===== src/rtl/controle_elevador.sv =====
// -----------------------------------------------------------------------------
// controle_elevador
//   Sequencing controller for a 16-floor elevator. Floor calls are latched
//   into a pending register; a travel/door state machine serves them in SCAN
//   order (keep going while requests remain ahead, then reverse).
//
// Ports
//   clk             system clock, rising edge
//   rst_n           asynchronous active-low reset
//   botao_i         floor call buttons, bit i = floor i (level or pulse)
//   andar_o         current floor (registered)
//   pedidos_o       latched pending requests (registered)
//   subindo_o       cabin moving up
//   descendo_o      cabin moving down
//   porta_aberta_o  door open
//   estado_o        state code: PARADO=0, SUBINDO=1, DESCENDO=2, PORTA=3
// -----------------------------------------------------------------------------
module controle_elevador #(
    parameter int T_VIAGEM = 8,
    parameter int T_PORTA  = 4,
    parameter int W_TMR    = 4
) (
    input  logic        clk,
    input  logic        rst_n,
    input  logic [15:0] botao_i,
    output logic [3:0]  andar_o,
    output logic [15:0] pedidos_o,
    output logic        subindo_o,
    output logic        descendo_o,
    output logic        porta_aberta_o,
    output logic [1:0]  estado_o
);

    typedef enum logic [1:0] {
        PARADO   = 2'd0,
        SUBINDO  = 2'd1,
        DESCENDO = 2'd2,
        PORTA    = 2'd3
    } estado_t;

    localparam logic [W_TMR-1:0] TMR_VIAGEM = W_TMR'(T_VIAGEM - 1);
    localparam logic [W_TMR-1:0] TMR_PORTA  = W_TMR'(T_PORTA - 1);

    estado_t          estado_q, estado_d;
    logic             dir_sobe_q, dir_sobe_d;
    logic [3:0]       andar_q, andar_d;
    logic [15:0]      pedidos_q, pedidos_d;
    logic [W_TMR-1:0] timer_q, timer_d;

    // ou_acima[i]  = any request at floor >= i
    // ou_abaixo[i] = any request at floor <= i
    logic [15:0] ou_acima;
    logic [15:0] ou_abaixo;

    logic [3:0]  andar_p1, andar_p2, andar_m1, andar_m2;
    logic        acima, abaixo, aqui;
    logic        alem_sobe, alem_desce;
    logic [15:0] limpa;

    always_comb begin
        ou_acima  = '0;
        ou_abaixo = '0;
        for (int i = 0; i < 16; i++) begin
            ou_acima[i]  = |(pedidos_q & (16'hFFFF << i));
            ou_abaixo[i] = |(pedidos_q & (16'hFFFF >> (15 - i)));
        end
    end

    // Neighbour floors wrap in 4 bits; every use below is guarded so a
    // wrapped index is never consulted.
    assign andar_p1 = andar_q + 4'd1;
    assign andar_p2 = andar_q + 4'd2;
    assign andar_m1 = andar_q - 4'd1;
    assign andar_m2 = andar_q - 4'd2;

    assign acima  = (andar_q != 4'd15) && ou_acima[andar_p1];
    assign abaixo = (andar_q != 4'd0)  && ou_abaixo[andar_m1];
    assign aqui   = pedidos_q[andar_q];

    // Requests strictly beyond the floor being arrived at, in travel direction.
    assign alem_sobe  = (andar_p1 != 4'd15) && ou_acima[andar_p2];
    assign alem_desce = (andar_m1 != 4'd0)  && ou_abaixo[andar_m2];

    always_comb begin
        estado_d   = estado_q;
        dir_sobe_d = dir_sobe_q;
        andar_d    = andar_q;
        timer_d    = timer_q;

        case (estado_q)
            PARADO: begin
                if (aqui) begin
                    estado_d = PORTA;
                    timer_d  = TMR_PORTA;
                end else if (dir_sobe_q && acima) begin
                    estado_d = SUBINDO;
                    timer_d  = TMR_VIAGEM;
                end else if (!dir_sobe_q && abaixo) begin
                    estado_d = DESCENDO;
                    timer_d  = TMR_VIAGEM;
                end else if (acima) begin
                    estado_d   = SUBINDO;
                    dir_sobe_d = 1'b1;
                    timer_d    = TMR_VIAGEM;
                end else if (abaixo) begin
                    estado_d   = DESCENDO;
                    dir_sobe_d = 1'b0;
                    timer_d    = TMR_VIAGEM;
                end
            end

            SUBINDO: begin
                if (timer_q != '0) begin
                    timer_d = timer_q - 1'b1;
                end else begin
                    andar_d = andar_p1;
                    // A call raised in the arrival cycle is still served here.
                    if (pedidos_q[andar_p1] || botao_i[andar_p1]) begin
                        estado_d = PORTA;
                        timer_d  = TMR_PORTA;
                    end else if (alem_sobe) begin
                        timer_d = TMR_VIAGEM;
                    end else begin
                        estado_d = PARADO;
                    end
                end
            end

            DESCENDO: begin
                if (timer_q != '0) begin
                    timer_d = timer_q - 1'b1;
                end else begin
                    andar_d = andar_m1;
                    if (pedidos_q[andar_m1] || botao_i[andar_m1]) begin
                        estado_d = PORTA;
                        timer_d  = TMR_PORTA;
                    end else if (alem_desce) begin
                        timer_d = TMR_VIAGEM;
                    end else begin
                        estado_d = PARADO;
                    end
                end
            end

            PORTA: begin
                if (botao_i[andar_q]) begin
                    timer_d = TMR_PORTA;
                end else if (timer_q == '0) begin
                    estado_d = PARADO;
                end else begin
                    timer_d = timer_q - 1'b1;
                end
            end

            default: estado_d = PARADO;
        endcase

        // Whenever the next state has the door open, the floor it is open at
        // is being served, so its request bit is dropped (covers both the
        // arrival edge and every cycle spent in PORTA).
        limpa     = (estado_d == PORTA) ? (16'd1 << andar_d) : 16'd0;
        pedidos_d = (pedidos_q | botao_i) & ~limpa;
    end

    always_ff @(posedge clk or negedge rst_n) begin
        if (!rst_n) begin
            estado_q   <= PARADO;
            dir_sobe_q <= 1'b1;
            andar_q    <= 4'd0;
            pedidos_q  <= 16'd0;
            timer_q    <= '0;
        end else begin
            estado_q   <= estado_d;
            dir_sobe_q <= dir_sobe_d;
            andar_q    <= andar_d;
            pedidos_q  <= pedidos_d;
            timer_q    <= timer_d;
        end
    end

    assign andar_o        = andar_q;
    assign pedidos_o      = pedidos_q;
    assign estado_o       = estado_q;
    assign subindo_o      = (estado_q == SUBINDO);
    assign descendo_o     = (estado_q == DESCENDO);
    assign porta_aberta_o = (estado_q == PORTA);

endmodule


===== config.mk =====
export PLATFORM = sky130hd
export DESIGN_NAME = controle_elevador
export DESIGN_NICKNAME = d
export VERILOG_FILES = /design/src/rtl/controle_elevador.sv
export SDC_FILE = /design/constraint.sdc
export NUM_CORES = 1
export LEC_CHECK = 0
export CAP_MARGIN = 20
export CORE_ASPECT_RATIO = 0.75
export CORE_MARGIN = 3
export CORE_UTILIZATION = 50
export CTS_CLUSTER_DIAMETER = 120
export DETAILED_ROUTE_END_ITERATION = 10
export HOLD_SLACK_MARGIN = 0.1
export PLACE_DENSITY = 0.74
export REMOVE_ABC_BUFFERS = 1
export SLEW_MARGIN = 20
export SYNTH_ARGS = -nofsm -noshare
export SYNTH_HDL_FRONTEND = slang
export SYNTH_SLANG_ARGS = --single-unit

===== constraint.sdc =====
create_clock -name clk -period 4.8 [get_ports clk]
set_clock_uncertainty 0.1 [all_clocks]
set_input_delay 1.44 -clock clk [delete_from_list [all_inputs] [get_ports clk]]
set_output_delay 1.44 -clock clk [all_outputs]
set_load 0.05 [all_outputs]

==> metrics.txt <==
area grow syn2layout=15.1%; GP Congestion=0.913; DIE HEIGHT=75.7 um; placed insts=479; initial drt markers=313; Final Non-Filler Cells=483; Longest Clk Path Bufs=2; initial core utilization=53.6%; fin. max-slew vios=0; clock period minus final worst setup slack=3.95 ns; port bufs=42; # rows=24; sequential share of the synthesized area=20.9%; area of the multi-input gates=2330 um^2; total number of vias=3429; syn avg cell area=8.77 um^2; VDD IR-drop max=0.427 mV; setup TNS=0 ns; vias in the first global route=3126; top cell type by total area after synthesis=dfrtp_1; hold endpoint=dir_sobe_q; total CTS buffers=3; number of synthesized flops with an enable pin=0; max_cap viols=0; hold path depth=2; clock latency on the worst-skew pair=0.29 ns; CTS tree=built; overall power=2150 uW; crit share post-route=82.3%; Cell variety after synth=79; Worst slew margin=38.7%; Total GRT Usage=27.9%; highest clock rate=0.253 GHz; critical path arrival=4.03 ns; initial antenna violation count=0; cts hold-fix bufs=0; htree depth=1; Slew @ Worst Pin=0.916 ns; worst reg2reg endpoint=pedidos_o[12]; first-pass GRT wire length=16300 um; Sink Count=27; share of cells above drive strength 1=14.8%; post-detail-place hpwl=7520 um; Crit Path Category=primary input to register; remaining antenna violation count after routing=0; top cells by area, synth=dfrtp_1 (20%), mux4_2 (10%), ha_1 (5.4%); Cell Area, Synth=3240 um^2; post_cts resized=0; Hold Startpoint=dir_sobe_q; Vias/cell=7.10; crit path capture type=register; FILL cells=521; width of the die=98.9 um; Hold WC Path Type=register to register; CTS root buf=clkbuf_8; DRT Pass-1 Iters=5; Synth top area share=20.1%; largest net degree at the start of global routing=28; worst-path fanout max=17; Setup Viol. Count Final=0; DRC viols=0; clock-pin slew on the worst setup and hold paths=0.11 ns; commonest cells after routing, fill and taps aside=clkdlybuf4s50_1 (42), nor2_1 (41), nand2_1 (31); FFs w/ async S/R, synth=100%; Hold Fails Final Rpt=0; GR Overflow Total=0; status=complete, no violations; Layout Nets=438; LEAKAGE=0.00135 uW; Synth Instances=369; IO Count=43; Reg-to-Reg Start=andar_o[0]; register area=677 um^2; WP data required=4.87 ns; Inserted Diodes=0; Cell Pwr Density=577 nW/um^2; prevailing post-synth register cell=dfrtp_1; commonest non-fill, non-tap cell in the layout=clkdlybuf4s50_1; Die Area=7490 um^2; R2R depth=10; Core ar.=6040 um^2; setup bufs post-CTS=0; unrepaired setup endpoints after global routing=false; r2r setup slk=1.00 ns; YS warnings=0; final wirelength=10100 um; startpoint types=primary input; #FFs+latches synth=27; drt wl/cell=20.9 um
==> worst max-delay path by stage <==
stage,start,endpoint,slack (ns)
floorplan,andar_o[0],timer_q[3],0.65
global placement,botao_i[13],pedidos_o[12],0.67
detailed placement,botao_i[13],pedidos_o[10],0.56
CTS,botao_i[13],pedidos_o[10],0.87
global route,botao_i[13],pedidos_o[3],0.67
finish,botao_i[13],pedidos_o[12],0.85
==> cells in the mapped netlist (all sizes together), types with 2 or more instances <==
cell     instances
xnor2            4
or2b             3
a2111oi          6
o22ai            2
o221ai           4
inv             17
mux2             2
o311a            2
and2             5
xor2             4
and4             2
o211a            3
nand2           31
nor4            20
or3              5
nor2b            4
a22oi            3
a21oi           16
a21boi           2
ha              14
nor3            10
nand3           12
a211oi           5
nand4b           3
nor3b            2
or4              4
a31oi           19
mux4            16
dfrtp           26
nor2            42
clkbuf          12
o41ai            3
a21bo            2
o21ai           20
o2111ai          5
buf             10
o31ai            4
mux2i            6
==> metrics by stage <==
step	setup WS, ns	hold WS (ns)	instance area [um^2]	util [%]
after floorplan	0.646	0.388	3070	-
after global placement	0.669	0.403	3680	60.9
after detailed placement	0.563	0.423	3680	60.9
after CTS	0.873	0.437	3730	61.7
after global routing	0.669	0.463	3730	61.7
final	0.847	0.436	3730	61.7
==> sequential cells by signal (all words and copies together) (netlist names) <==
signal and flops:
estado_o 2, timer_q 4, pedidos_o 16, dir_sobe_q 1, andar_o 4
==> worst max-delay path, cell delays in order <==
cell and delay (ns):
clkdlybuf4s50_1 0.48, nor2_1 0.07, mux4_2 0.48, mux2i_1 0.19, mux2i_1 0.21, a21oi_1 0.40
nor4_4 0.05, buf_4 0.20, nor4_1 0.36, a31oi_1 0.13
==> cell type report <==
| class | instances | share of cell area (%) |
|---|---|---|
| Multi-Input combinational cell | 303 | 62.5 |
| Sequential cell | 27 | 18.2 |
| Timing Repair Buffer | 54 | 13.7 |
| Tap cell | 78 | 2.62 |
| Inverter | 17 | 1.71 |
| Clock buffer | 3 | 1.11 |
| Clock inverter | 1 | 0.235 |
==> report_power, final <==
group          internal, uW  switching, uW  total, uW
Combinational           570           1040       1610
Clock                  61.3           82.1        143
Sequential              280            117        397
==> layer usage <==
| metal | track usage [%] | share of wire (%) | vias to the layer above |
|---|---|---|---|
| li1 | - | - | 1523 |
| met1 | 40.7 | 43 | 1650 |
| met2 | 42.6 | 44 | 228 |
| met3 | 4.12 | 11 | 28 |
| met4 | 10.0 | 2.3 | 0 |
| met5 | 0 | 0 | - |
==> logic make-up (layout without fill, tap and decap cells) <==
family / count (synthesis) / after routing / share of synthesized area (%)
and+or+nand+nor: 148 / 148 / 24.5
AOI/OAI and AO/OA: 109 / 109 / 26.0
buffers and inverters: 39 / 75 / 7.19
DFF: 27 / 27 / 20.9
muxes: 24 / 24 / 13.8
adders and majority gates: 14 / 14 / 5.41
xor gates and xnor gates: 8 / 8 / 2.16
(Power assumes the default switching activity.)
